$ cat config.mk
export PLATFORM = sky130hd
export DESIGN_NAME = karnix_key_conditioner
export DESIGN_NICKNAME = d
export VERILOG_FILES = /design/src/rtl/karnix_key_pkg.sv /design/src/rtl/karnix_key_conditioner_chan.sv /design/src/rtl/karnix_key_conditioner.sv
export SDC_FILE = /design/constraint.sdc
export NUM_CORES = 1
export LEC_CHECK = 0
export BUFFER_PORTS_ARGS = -buffer_cell sky130_fd_sc_hd__buf_2
export CAP_MARGIN = 20
export CORE_MARGIN = 1
export CORE_UTILIZATION = 45
export DETAILED_ROUTE_END_ITERATION = 6
export PLACE_DENSITY = 0.65
export REMOVE_ABC_BUFFERS = 1
export SYNTH_ARGS = -nofsm -noshare
export SYNTH_HDL_FRONTEND = slang
export SYNTH_SLANG_ARGS = --single-unit
$ cat constraint.sdc
create_clock -name io_mainClk -period 3.4 [get_ports io_mainClk]
set_input_delay 0.34 -clock io_mainClk [delete_from_list [all_inputs] [get_ports io_mainClk]]
set_output_delay 0.34 -clock io_mainClk [all_outputs]
set_load 0.1 [all_outputs]
$ cat src/rtl/karnix_key_pkg.sv
// Shared definitions for the Karnix push-button conditioner:
// hold-FSM state encoding and a constant clog2 for counter widths.
package karnix_key_pkg;

    typedef enum logic [1:0] {
        HOLD_IDLE     = 2'd0,
        HOLD_ARMED    = 2'd1,
        HOLD_FIRE     = 2'd2,
        HOLD_WAIT_REL = 2'd3
    } hold_state_t;

    // Bits needed to count 0..value-1, never less than 1.
    function automatic int kk_clog2(input int unsigned value);
        int unsigned v;
        int          w;
        v = value - 1;
        w = 0;
        while (v > 0) begin
            w = w + 1;
            v = v >> 1;
        end
        return (w < 1) ? 1 : w;
    endfunction

endpackage

$ cat src/rtl/karnix_key_conditioner_chan.sv
// One key channel: 2-FF synchronizer, polarity normalisation,
// debounce counter and press/release pulse generation.
module key_debounce_chan
    import karnix_key_pkg::*;
#(
    parameter bit KEY_ACTIVE_LOW = 1'b1,
    parameter int DB_CYCLES      = 800000
) (
    input  logic clk,
    input  logic rst_n,
    input  logic key_raw,
    output logic key_state,
    output logic key_press,
    output logic key_release
);

    localparam int   CW       = kk_clog2(DB_CYCLES);
    localparam logic IDLE_PAD = KEY_ACTIVE_LOW;

    logic          sync_q1;
    logic          sync_q2;
    logic          pressed;
    logic          at_limit;
    logic [CW-1:0] cnt_q;

    // Synchronizer parks at the idle pad level so reset never looks like a press.
    always_ff @(posedge clk or negedge rst_n) begin
        if (!rst_n) begin
            sync_q1 <= IDLE_PAD;
            sync_q2 <= IDLE_PAD;
        end else begin
            sync_q1 <= key_raw;
            sync_q2 <= sync_q1;
        end
    end

    assign pressed  = sync_q2 ^ IDLE_PAD;
    assign at_limit = (cnt_q == CW'(DB_CYCLES - 1));

    always_ff @(posedge clk or negedge rst_n) begin
        if (!rst_n) begin
            cnt_q       <= '0;
            key_state   <= 1'b0;
            key_press   <= 1'b0;
            key_release <= 1'b0;
        end else begin
            key_press   <= 1'b0;
            key_release <= 1'b0;
            if (pressed == key_state) begin
                cnt_q <= '0;
            end else if (at_limit) begin
                cnt_q       <= '0;
                key_state   <= pressed;
                key_press   <= pressed;
                key_release <= ~pressed;
            end else begin
                cnt_q <= cnt_q + 1'b1;
            end
        end
    end

endmodule

$ cat src/rtl/karnix_key_conditioner.sv
// Debounced key levels/pulses for the Murax GPIO port plus a
// long-press reset request on the top key.
module karnix_key_conditioner
    import karnix_key_pkg::*;
#(
    parameter int KEYS           = 4,
    parameter bit KEY_ACTIVE_LOW = 1'b1,
    parameter int DB_CYCLES      = 800000,
    parameter int HOLD_CYCLES    = 160000000,
    parameter int RST_PULSE      = 16
) (
    input  logic            io_mainClk,
    input  logic            io_asyncReset_n,
    input  logic [KEYS-1:0] io_key,
    output logic [KEYS-1:0] io_keyState,
    output logic [KEYS-1:0] io_keyPress,
    output logic [KEYS-1:0] io_keyRelease,
    output logic            io_holdReset
);

    localparam int HMAX = (HOLD_CYCLES > RST_PULSE) ? HOLD_CYCLES : RST_PULSE;
    localparam int HCW  = kk_clog2(HMAX);

    for (genvar k = 0; k < KEYS; k++) begin : g_key
        key_debounce_chan #(
            .KEY_ACTIVE_LOW (KEY_ACTIVE_LOW),
            .DB_CYCLES      (DB_CYCLES)
        ) u_chan (
            .clk         (io_mainClk),
            .rst_n       (io_asyncReset_n),
            .key_raw     (io_key[k]),
            .key_state   (io_keyState[k]),
            .key_press   (io_keyPress[k]),
            .key_release (io_keyRelease[k])
        );
    end

    param_ok : assert property (@(posedge io_mainClk)
        DB_CYCLES >= 2 && HOLD_CYCLES >= 2 && RST_PULSE >= 1);

    hold_state_t    state_q;
    hold_state_t    state_d;
    logic [HCW-1:0] cnt_q;
    logic [HCW-1:0] cnt_d;
    logic           hold_key;

    assign hold_key = io_keyState[KEYS-1];

    always_ff @(posedge io_mainClk or negedge io_asyncReset_n) begin
        if (!io_asyncReset_n) begin
            state_q      <= HOLD_IDLE;
            cnt_q        <= '0;
            io_holdReset <= 1'b0;
        end else begin
            state_q      <= state_d;
            cnt_q        <= cnt_d;
            io_holdReset <= (state_d == HOLD_FIRE);
        end
    end

    // One counter serves both the hold timer and the pulse width.
    always_comb begin
        state_d = state_q;
        cnt_d   = cnt_q;
        unique case (state_q)
            HOLD_IDLE: begin
                cnt_d = '0;
                if (hold_key) state_d = HOLD_ARMED;
            end
            HOLD_ARMED: begin
                if (!hold_key) begin
                    state_d = HOLD_IDLE;
                    cnt_d   = '0;
                end else if (cnt_q == HCW'(HOLD_CYCLES - 1)) begin
                    state_d = HOLD_FIRE;
                    cnt_d   = '0;
                end else begin
                    cnt_d = cnt_q + 1'b1;
                end
            end
            HOLD_FIRE: begin
                if (cnt_q == HCW'(RST_PULSE - 1)) begin
                    state_d = HOLD_WAIT_REL;
                    cnt_d   = '0;
                end else begin
                    cnt_d = cnt_q + 1'b1;
                end
            end
            HOLD_WAIT_REL: begin
                cnt_d = '0;
                if (!hold_key) state_d = HOLD_IDLE;
            end
            default: begin
                state_d = HOLD_IDLE;
                cnt_d   = '0;
            end
        endcase
    end

endmodule

==> metrics.txt <==
number of synthesis warnings 0; worst reg2reg startpoint cnt_q[11]; I/O pin cnt 19; CP peak stage delay 540 ps; setup repair bufs after CTS 0; cts hold-fix bufs 0; CP Launch Type register; chip width 121 um; Mapped Avg Cell Area 10.1 sq um; ant diodes 0; max-cap viol count 0; dominant cell type by area after synthesis dfrtp_1; crit share post-route 0.673; vias in the first global route 4,693; slowest stage cell on the critical path o21ai_1; DR pass1 iterations 4; clk_lat worst skew 410 ps; Tmin final 2290 ps; final hold vios 0; grt ovf 0; area occupied by multi-input gates 2930 sq um; area grow syn2layout 11.6%; antenna-violating nets left 0; worst slew pin tran 927 ps; first-pass GRT wire length 21.7 mm; worst vdd ir 0.285 mV; Setup Skew 4.14 ps; worst-case clock buffer depth 2; Design Area, Final 7170 sq um; clock root buffer clkbuf_16; IO Port Bufs 18; post_cts resized 0; hpwl dp 8.31 mm; die area 14,800 sq um; crit path DAT 2580 ps; most frequent cell after synthesis dfrtp_1; initial DRC count 302; Final setup viols 0; CTS Buf Count 17; Initial Util 0.463; status finished clean; Synth Register Bits 131; Lkg Pwr 2.87 nW; CP max FO 20; share of layout cells above drive strength 1 0.109; count of different cell masters after synthesis 44; CP Data Required Time 3690 ps; Register Area 3290 sq um; critical path cell sequence nor4_1 > nand4_1 > o21ai_1 > buf_4 > o2bb2a_1; HP Class input pin to register; power per cell area 461 nW/um^2; fmax 0.437 GHz; H-tree depth 4; placed instance area 6630 sq um; share of the synthesized area in the top cell type 0.479; overall power 3.31 mW; Final GP Congestion 0.836; max-slew violation count 0; CTS tree built; RSZ-0062 raised after global routing no; post-synthesis sequential area ratio 0.512; die height 121 um; Reg clk slew, reported paths 50 ps; Async SR Flop Fraction 1.00; Avg WL per Cell 14.9 um; drc violations 0; Syn Inst Count 638; Commonest cells post-synth dfrtp_1, nor2_1, nand4_1; Critical Path Start cnt_q[11]; fillers 1,274; Worst slew margin 0.382; CP Class register to register; NumNets Final 661; initial antenna violation count 0; synth top area cells dfrtp_1, xor2_1, xnor2_1; Via density 5.74; TNS Setup 0 ps; # rows 43; Clock Sinks 131; Post-synth EDFFs 0; ys flop type dfrtp_1; CP Capture Type register; HP Start io_key[1]; Core Region 13,900 sq um; Post-Syn Area 6420 sq um; DR vias 4,828; Detailed Route WL 12.5 mm; largest net degree at the start of global routing 102; Total GRT Usage 0.185
-- where the power goes --
part           total [mW]  internal (mW)  leakage [nW]  switching, mW
Clock                1.63           1.02         0.258          0.615
Sequential           1.60           1.58          1.79         0.0156
Combinational      0.0772         0.0205         0.816         0.0567
-- placed cells by master, fill, tap and decap left out, drive strengths merged, types with 2 or more instances in the layout --
| cell | netlist | layout |
|---|---|---|
| buf | 18 | 27 |
| nor4 | 21 | 21 |
| clkinv | 0 | 2 |
| or2 | 4 | 4 |
| inv | 6 | 6 |
| xor2 | 36 | 36 |
| and3 | 12 | 12 |
| a21oi | 34 | 34 |
| nand4 | 43 | 43 |
| nor2 | 63 | 63 |
| clkinvlp | 0 | 2 |
| ha | 5 | 5 |
| and4b | 4 | 4 |
| dfstp | 8 | 8 |
| dfrtp | 123 | 123 |
| xnor2 | 33 | 33 |
| nor3 | 14 | 14 |
| or3 | 15 | 15 |
| and4 | 13 | 13 |
| o31ai | 20 | 20 |
| nand2 | 35 | 35 |
| o21ai | 24 | 24 |
| a22oi | 12 | 12 |
| or4 | 19 | 19 |
| and2 | 5 | 5 |
| clkbuf | 16 | 26 |
| nor4bb | 4 | 4 |
| nand3 | 40 | 40 |
-- registers in the layout, indices dropped and copies added, names as in the netlist --
register and count:
cnt_q 28, g_key.u_chan.cnt_q 80, g_key.u_chan.key_press 4, g_key.u_chan.key_release 4, g_key.u_chan.key_state 4, g_key.u_chan.sync_q1 4, g_key.u_chan.sync_q2 4, io_holdReset 1
state_q 2
-- metrics by stage --
stage	cells	hold slack, ps	util	setup WS, ps
after floorplan	604	44.4	-	-374
after global placement	811	347	0.478	1170
after detailed placement	811	347	0.478	1140
after CTS	841	9.08	0.516	1120
after global routing	841	8.46	0.516	812
final	841	29.2	0.516	1110
-- final timing paths --
check,end,slack [ps],cells past startpoint
setup / recovery,cnt_q[24],1110,5
hold / removal,g_key[1].u_chan.sync_q1,30,1
setup reg to reg,cnt_q[24],1110,5
hold reg to reg,g_key[1].u_chan.sync_q2,350,0
max in group asynchronous,g_key[1].u_chan.sync_q2,2520,2
min in group asynchronous,g_key[1].u_chan.cnt_q[17],50,1
-- cells by family (layout without fill, tap and decap cells) --
logic type	count (synthesis)	in the layout	share of synthesized area
simple gates	296	296	0.258
flops	131	131	0.512
compound gates	96	96	0.0918
xor+xnor	69	69	0.0941
buf+inv	40	63	0.0325
fa+ha+maj	5	5	0.00974
mux	1	1	0.00156
-- critical path, delay by kind of cell (launching register included) --
| family | cells | cell delay, ps |
|---|---|---|
| and+or+nand+nor | 2 | 590 |
| buffers and inverters | 1 | 360 |
| DFF | 1 | 430 |
| AOI/OAI and AO/OA | 2 | 780 |
-- layout make-up --
class | instances | share of cell area
Clock inverter | 4 | 0.00349
Timing Repair Buffer | 27 | 0.0229
Tap cell | 180 | 0.0314
Multi-Input combinational cell | 467 | 0.409
Clock buffer | 26 | 0.0711
Sequential cell | 131 | 0.459
Inverter | 6 | 0.00314
-- metal layers --
layer / GRT usage / up-vias / share of wire
met5: 0 / - / 0
met4: 0.0625 / 0 / 0.013
met3: 0.0475 / 16 / 0.027
met2: 0.296 / 65 / 0.48
met1: 0.244 / 2380 / 0.48
li1: - / 2367 / -
Power figures use the tool's default switching activity.
